===== src/rtl/hex_display_pkg.sv =====
// Shared seven-segment constants: active-low glyphs for 0-F and the all-off pattern.
// Bit order is {a,b,c,d,e,f,g}, so segment a is the MSB.
package hex_display_pkg;

  typedef logic [6:0] seg_t;

  localparam seg_t SEG_BLANK = 7'b1111111;

  localparam seg_t GLYPH [16] = '{
    7'b0000001,  // 0
    7'b1001111,  // 1
    7'b0010010,  // 2
    7'b0000110,  // 3
    7'b1001100,  // 4
    7'b0100100,  // 5
    7'b0100000,  // 6
    7'b0001111,  // 7
    7'b0000000,  // 8
    7'b0000100,  // 9
    7'b0001000,  // A
    7'b1100000,  // b
    7'b0110001,  // C
    7'b1000010,  // d
    7'b0110000,  // E
    7'b0111000   // F
  };

endpackage


===== src/rtl/hex_to_seg.sv =====
// Combinational hex nibble to active-low seven-segment glyph decoder.
module hex_to_seg
  import hex_display_pkg::*;
(
  input  logic [3:0] hex_i,
  output seg_t       seg_o
);

  assign seg_o = GLYPH[hex_i];

endmodule


===== src/rtl/hex_display_scanner.sv =====
// Multiplexed hex display scanner with frame-synchronous updates, leading-zero blanking,
// per-digit blink, and PWM brightness control.
module hex_display_scanner
  import hex_display_pkg::*;
#(
  parameter int unsigned NUM_DIGITS = 4,
  parameter int unsigned DIV_BITS   = 17,
  parameter int unsigned BLINK_BITS = 6
) (
  input  logic                    clk,
  input  logic                    clr_n,
  input  logic [4*NUM_DIGITS-1:0] x,
  input  logic [NUM_DIGITS-1:0]   dp,
  input  logic [NUM_DIGITS-1:0]   blink,
  input  logic                    lz_blank,
  input  logic [3:0]              bright,
  input  logic                    load,
  output logic                    ready,
  output logic [6:0]              a_to_g,
  output logic                    dp_out,
  output logic [NUM_DIGITS-1:0]   an
);

  localparam int unsigned IdxW = (NUM_DIGITS > 1) ? $clog2(NUM_DIGITS) : 1;
  localparam logic [IdxW-1:0] LastIdx = IdxW'(NUM_DIGITS - 1);
  // Update word layout: {x, dp, blink}
  localparam int unsigned UpdW = 6 * NUM_DIGITS;

  logic [DIV_BITS-1:0]   dwell_q, dwell_d;
  logic [IdxW-1:0]       idx_q, idx_d;
  logic [BLINK_BITS:0]   frame_q, frame_d;
  logic                  dwell_wrap, frame_edge;

  logic [UpdW-1:0]       pend_q, pend_d, disp_q, disp_d;
  logic                  pend_vld_q, pend_vld_d;

  logic [4*NUM_DIGITS-1:0] disp_x;
  logic [NUM_DIGITS-1:0]   disp_dp, disp_blink, lz_mask;
  logic                    lead, blanked;
  logic [3:0]              cur_hex;
  seg_t                    glyph, seg_d, seg_q;
  logic                    dp_out_d, dp_out_q;
  logic [NUM_DIGITS-1:0]   an_d, an_q;

  assign disp_x     = disp_q[UpdW-1 -: 4*NUM_DIGITS];
  assign disp_dp    = disp_q[2*NUM_DIGITS-1 -: NUM_DIGITS];
  assign disp_blink = disp_q[NUM_DIGITS-1:0];

  always_comb begin
    dwell_wrap = &dwell_q;
    frame_edge = dwell_wrap && (idx_q == LastIdx);
    dwell_d    = dwell_q + 1'b1;
    idx_d      = idx_q;
    if (dwell_wrap) begin
      idx_d = (idx_q == LastIdx) ? '0 : idx_q + 1'b1;
    end
    frame_d = frame_edge ? frame_q + 1'b1 : frame_q;
  end

  // A load landing on the frame boundary bypasses pending; otherwise latest load wins.
  always_comb begin
    pend_d     = pend_q;
    pend_vld_d = pend_vld_q;
    disp_d     = disp_q;
    if (frame_edge) begin
      if (load) begin
        disp_d = {x, dp, blink};
      end else if (pend_vld_q) begin
        disp_d = pend_q;
      end
      pend_vld_d = 1'b0;
    end else if (load) begin
      pend_d     = {x, dp, blink};
      pend_vld_d = 1'b1;
    end
  end

  always_comb begin
    lz_mask = '0;
    lead    = 1'b1;
    for (int i = NUM_DIGITS - 1; i >= 0; i--) begin
      lead       = lead & (disp_x[4*i +: 4] == 4'h0);
      lz_mask[i] = lead && (i != 0);
    end
  end

  assign cur_hex = disp_x[4*idx_q +: 4];

  hex_to_seg u_hex_to_seg (
    .hex_i (cur_hex),
    .seg_o (glyph)
  );

  always_comb begin
    blanked  = (lz_blank && lz_mask[idx_q]) || (disp_blink[idx_q] && frame_q[BLINK_BITS]);
    seg_d    = blanked ? SEG_BLANK : glyph;
    dp_out_d = blanked ? 1'b1 : ~disp_dp[idx_q];
    an_d     = '0;
    // Dark on the last dwell cycle so the enable is low while the index moves on.
    if (!dwell_wrap && (dwell_q[DIV_BITS-1 -: 4] <= bright)) begin
      an_d[idx_q] = 1'b1;
    end
  end

  always_ff @(posedge clk or negedge clr_n) begin
    if (!clr_n) begin
      dwell_q    <= '0;
      idx_q      <= '0;
      frame_q    <= '0;
      pend_q     <= '0;
      pend_vld_q <= 1'b0;
      disp_q     <= '0;
      seg_q      <= SEG_BLANK;
      dp_out_q   <= 1'b1;
      an_q       <= '0;
    end else begin
      dwell_q    <= dwell_d;
      idx_q      <= idx_d;
      frame_q    <= frame_d;
      pend_q     <= pend_d;
      pend_vld_q <= pend_vld_d;
      disp_q     <= disp_d;
      seg_q      <= seg_d;
      dp_out_q   <= dp_out_d;
      an_q       <= an_d;
    end
  end

  assign ready  = ~pend_vld_q;
  assign a_to_g = seg_q;
  assign dp_out = dp_out_q;
  assign an     = an_q;

endmodule


===== config.mk =====
export PLATFORM = sky130hd
export DESIGN_NAME = hex_display_scanner
export DESIGN_NICKNAME = d
export VERILOG_FILES = /design/src/rtl/hex_display_pkg.sv /design/src/rtl/hex_to_seg.sv /design/src/rtl/hex_display_scanner.sv
export SDC_FILE = /design/constraint.sdc
export NUM_CORES = 1
export LEC_CHECK = 0
export BUFFER_PORTS_ARGS = -buffer_cell sky130_fd_sc_hd__buf_2
export CAP_MARGIN = 0
export CORE_UTILIZATION = 35
export DETAILED_ROUTE_END_ITERATION = 12
export PLACE_DENSITY = 0.56
export SETUP_SLACK_MARGIN = 0.4
export SLEW_MARGIN = 10
export SYNTH_ARGS = -nofsm -noshare
export SYNTH_HDL_FRONTEND = slang
export SYNTH_SLANG_ARGS = --single-unit

===== constraint.sdc =====
create_clock -name clk -period 3.85 [get_ports clk]
set_input_delay 0.385 -clock clk [delete_from_list [all_inputs] [get_ports clk]]
set_output_delay 0.385 -clock clk [all_outputs]
set_load 0.005 [all_outputs]

==> qor.csv <==
metric,value,unit
outcome,completed,
synth warn,0,
Synth Instances,352,
Synth Area in Compound Gates,7.02,%
Skew-Pair Late Insertion Delay,0.33,ns
Port Buffers,44,
Post-Synth XOR/XNOR Area,4.66,%
post-synthesis mux area share,16.9,%
CP Max Fanout,24,
vias in the first global route,2690,
flip-flop and latch area,0.00219,sq mm
Syn Nets,401,
antenna cells,0,
Hold Crit Class,in -> async,
row count,39,
total number of vias,2649,
Pwr Density,399,mW/mm^2
Area Overhead vs Synth,15.7,%
Post-CTS Resized,0,
Overflow after GRT,0,
routability cong.,0.757,
Worst Path Required,4.07,ns
top post-synthesis cells by count,"dfrtp_1 (79), nand2_1 (45), mux2i_1 (31), o21ai_0 (30), mux2_2 (26)",
full die area,0.0123,sq mm
Worst-path clk slew,0.06,ns
Synth top area share,47.8,%
clk_skew,0.00565,ns
total CTS buffers,9,
Post-CTS Hold Buffers,0,
Async SR Flop Fraction,100,%
unrepaired setup endpoints after global routing,no,
fill cell count,1095,
global-route wire length before repair,13100,um
"Data arrival, critical path",3.25,ns
Tmin final,3.03,ns
main combinational cell family by area after synthesis,multiplexers,
Pleak,2.21,nW
Post-DP HPWL,5180,um
drc violations,0,
Fin. Hold Viols,0,
Slew headroom,19.4,%
Worst R2R Start,dwell_q[0]$_DFF_PN0_,
I/O pins,45,
initial core utilization,36.1,%
worst slew pin tran,1.21,ns
post-route antenna net violation count,0,
nets@finish,444,
Setup crit end kind,flip-flop,
WL final,7500,um
Pre-Repair DR Iteration Count,4,
Die W,111,um
layout cells sized above 1,25.1,%
Multi-input gate area,0.00182,sq mm
total number of H-tree levels,3,
syn_area_per_cell,11.7,sq um
critical path type,reg -> reg,
Setup-failing EPs final,0,
Via density,4.90,
Synth area leader,dfrtp_1,
crit path launch,dwell_q[0]$_DFF_PN0_,
Post-CTS Setup Inserts,0,
largest net degree at the start of global routing,88,
"count leader, synth",dfrtp_1,
synth unique cells,38,
synthesized area,0.00413,sq mm
"EDFF count, synth",0,
crit-path most repeated cell,ha_1,
setup TNS,0,ns
f_max,330,MHz
CP max stage delay,0.96,ns
crit path max-delay cell type,and2_1,
register bit total from synthesis,87,
Layout Utilization,41.7,%
"Cell Chain, Critical Path","ha_1, nand3_1, nor3_1, and3_1, ha_1, nand2_1, and2_1, mux2_2",
Max Cap Viol,0,
Synth Flop Type,dfrtp_1,
Final Max Tran Viols,0,
R2R depth,8,
Core ar.,0.0115,sq mm
antenna violations before repair,0,
CP Launch Type,flip-flop,
sequential element share of the synthesized area,52.9,%
initial DRC count,50,
DR WL/cell,13.9,um
Synth Area in Adders,5.15,%
CTS Buffer Depth,2,
final period utilization,78.6,%
CTS Sinks,87,
die height,111,um
CTS tree,done,
total track usage,13.4,%
synth top area cells,"dfrtp_1 (48%), mux2i_1 (7.5%), mux2_2 (7.1%), ha_1 (5.1%), dfstp_2 (5.1%)",
simple-gate share of the synthesized area,10.0,%
clock root cell,clkbuf_16,
Worst IR Drop VDD,0.184,mV
layer usage:
metal | up-vias | routed length (um) | track usage (%)
met2 | 47 | 3420 | 19.8
met1 | 1275 | 3690 | 18.8
met5 | - | 0 | 0
met3 | 13 | 264 | 2.79
met4 | 0 | 124 | 5.87
li1 | 1314 | - | -
placed cells by master, fill, tap and decap left out, drive strengths merged, types with 3 or more instances in the layout:
| cell type | n |
|---|---|
| mux4 | 4 |
| nor2 | 9 |
| nand2 | 45 |
| nand3 | 9 |
| o221ai | 4 |
| inv | 13 |
| o21a | 3 |
| nor3 | 6 |
| o21ai | 31 |
| mux2 | 26 |
| dfstp | 8 |
| nor3b | 6 |
| ha | 17 |
| xnor2 | 17 |
| xor2 | 5 |
| a21oi | 5 |
| clkbuf | 10 |
| dfrtp | 79 |
| nand4 | 4 |
| buf | 47 |
| mux2i | 31 |
metrics by stage:
| stage | area [sq um] | hold WS (ns) | cells | total power, W | worst slack [ns] |
|---|---|---|---|---|---|
| after CTS | 4750 | 0.285 | 540 | 0.00193 | 0.783 |
| final | 4780 | 0.0388 | 541 | 0.00191 | 0.822 |
| after floorplan | 4130 | 0.0894 | 352 | 0.00102 | 1.49 |
| after global placement | 4470 | 0.454 | 526 | 0.00107 | 0.877 |
| after detailed placement | 4470 | 0.461 | 526 | 0.00107 | 0.797 |
| after global routing | 4780 | 0.0861 | 541 | 0.00198 | 0.607 |
registers in the layout, indices dropped and copies added (netlist names):
name / count
dwell_q: 17
frame_q: 7
an: 4
idx_q: 2
pend_q: 24
disp_q: 24
a_to_g: 7
pend_vld_q: 1
dp_out: 1
critical path: cells and delay by family, from the launching register on:
family | cells | cell delay [ns]
AND/OR/NAND/NOR | 5 | 1.54
multiplexers | 1 | 0.43
adder cells (fa/ha/maj) | 2 | 0.52
flip-flops | 1 | 0.41
final timing paths:
check / to / slack (ns)
min: pend_q[17]$_DFFE_PN0P_ / 0.04
min reg2reg: dwell_q[8]$_DFF_PN0_ / 0.47
min in group clk: pend_q[23]$_DFFE_PN0P_ / 0.29
max reg2reg: pend_q[13]$_DFFE_PN0P_ / 0.82
max in group asynchronous: a_to_g[4]$_DFF_PN1_ / 3.14
max: pend_q[13]$_DFFE_PN0P_ / 0.82
cells by family after synthesis:
group,Yosys count
XOR/XNOR,22
flip-flops,87
AO/OA/AOI/OAI,48
adder cells (fa/ha/maj),17
multiplexers,61
buffers and inverters,28
AND/OR/NAND/NOR,89
final cells by class:
class,count,share of cell area (%)
clock buffers,10,5.00
multi-input cells,237,38.0
well taps,143,3.74
inverters,13,1.02
repair buffers,47,5.55
flip-flops and latches,87,45.7
clock inverters,4,0.994
power breakdown:
| part | switching [W] | internal (W) |
|---|---|---|
| clock | 0.000339 | 0.000511 |
| sequential | 0.0000117 | 0.000940 |
| combinational | 0.0000523 | 0.0000538 |
| total | 0.000403 | 0.00150 |
(Power assumes the default switching activity.)
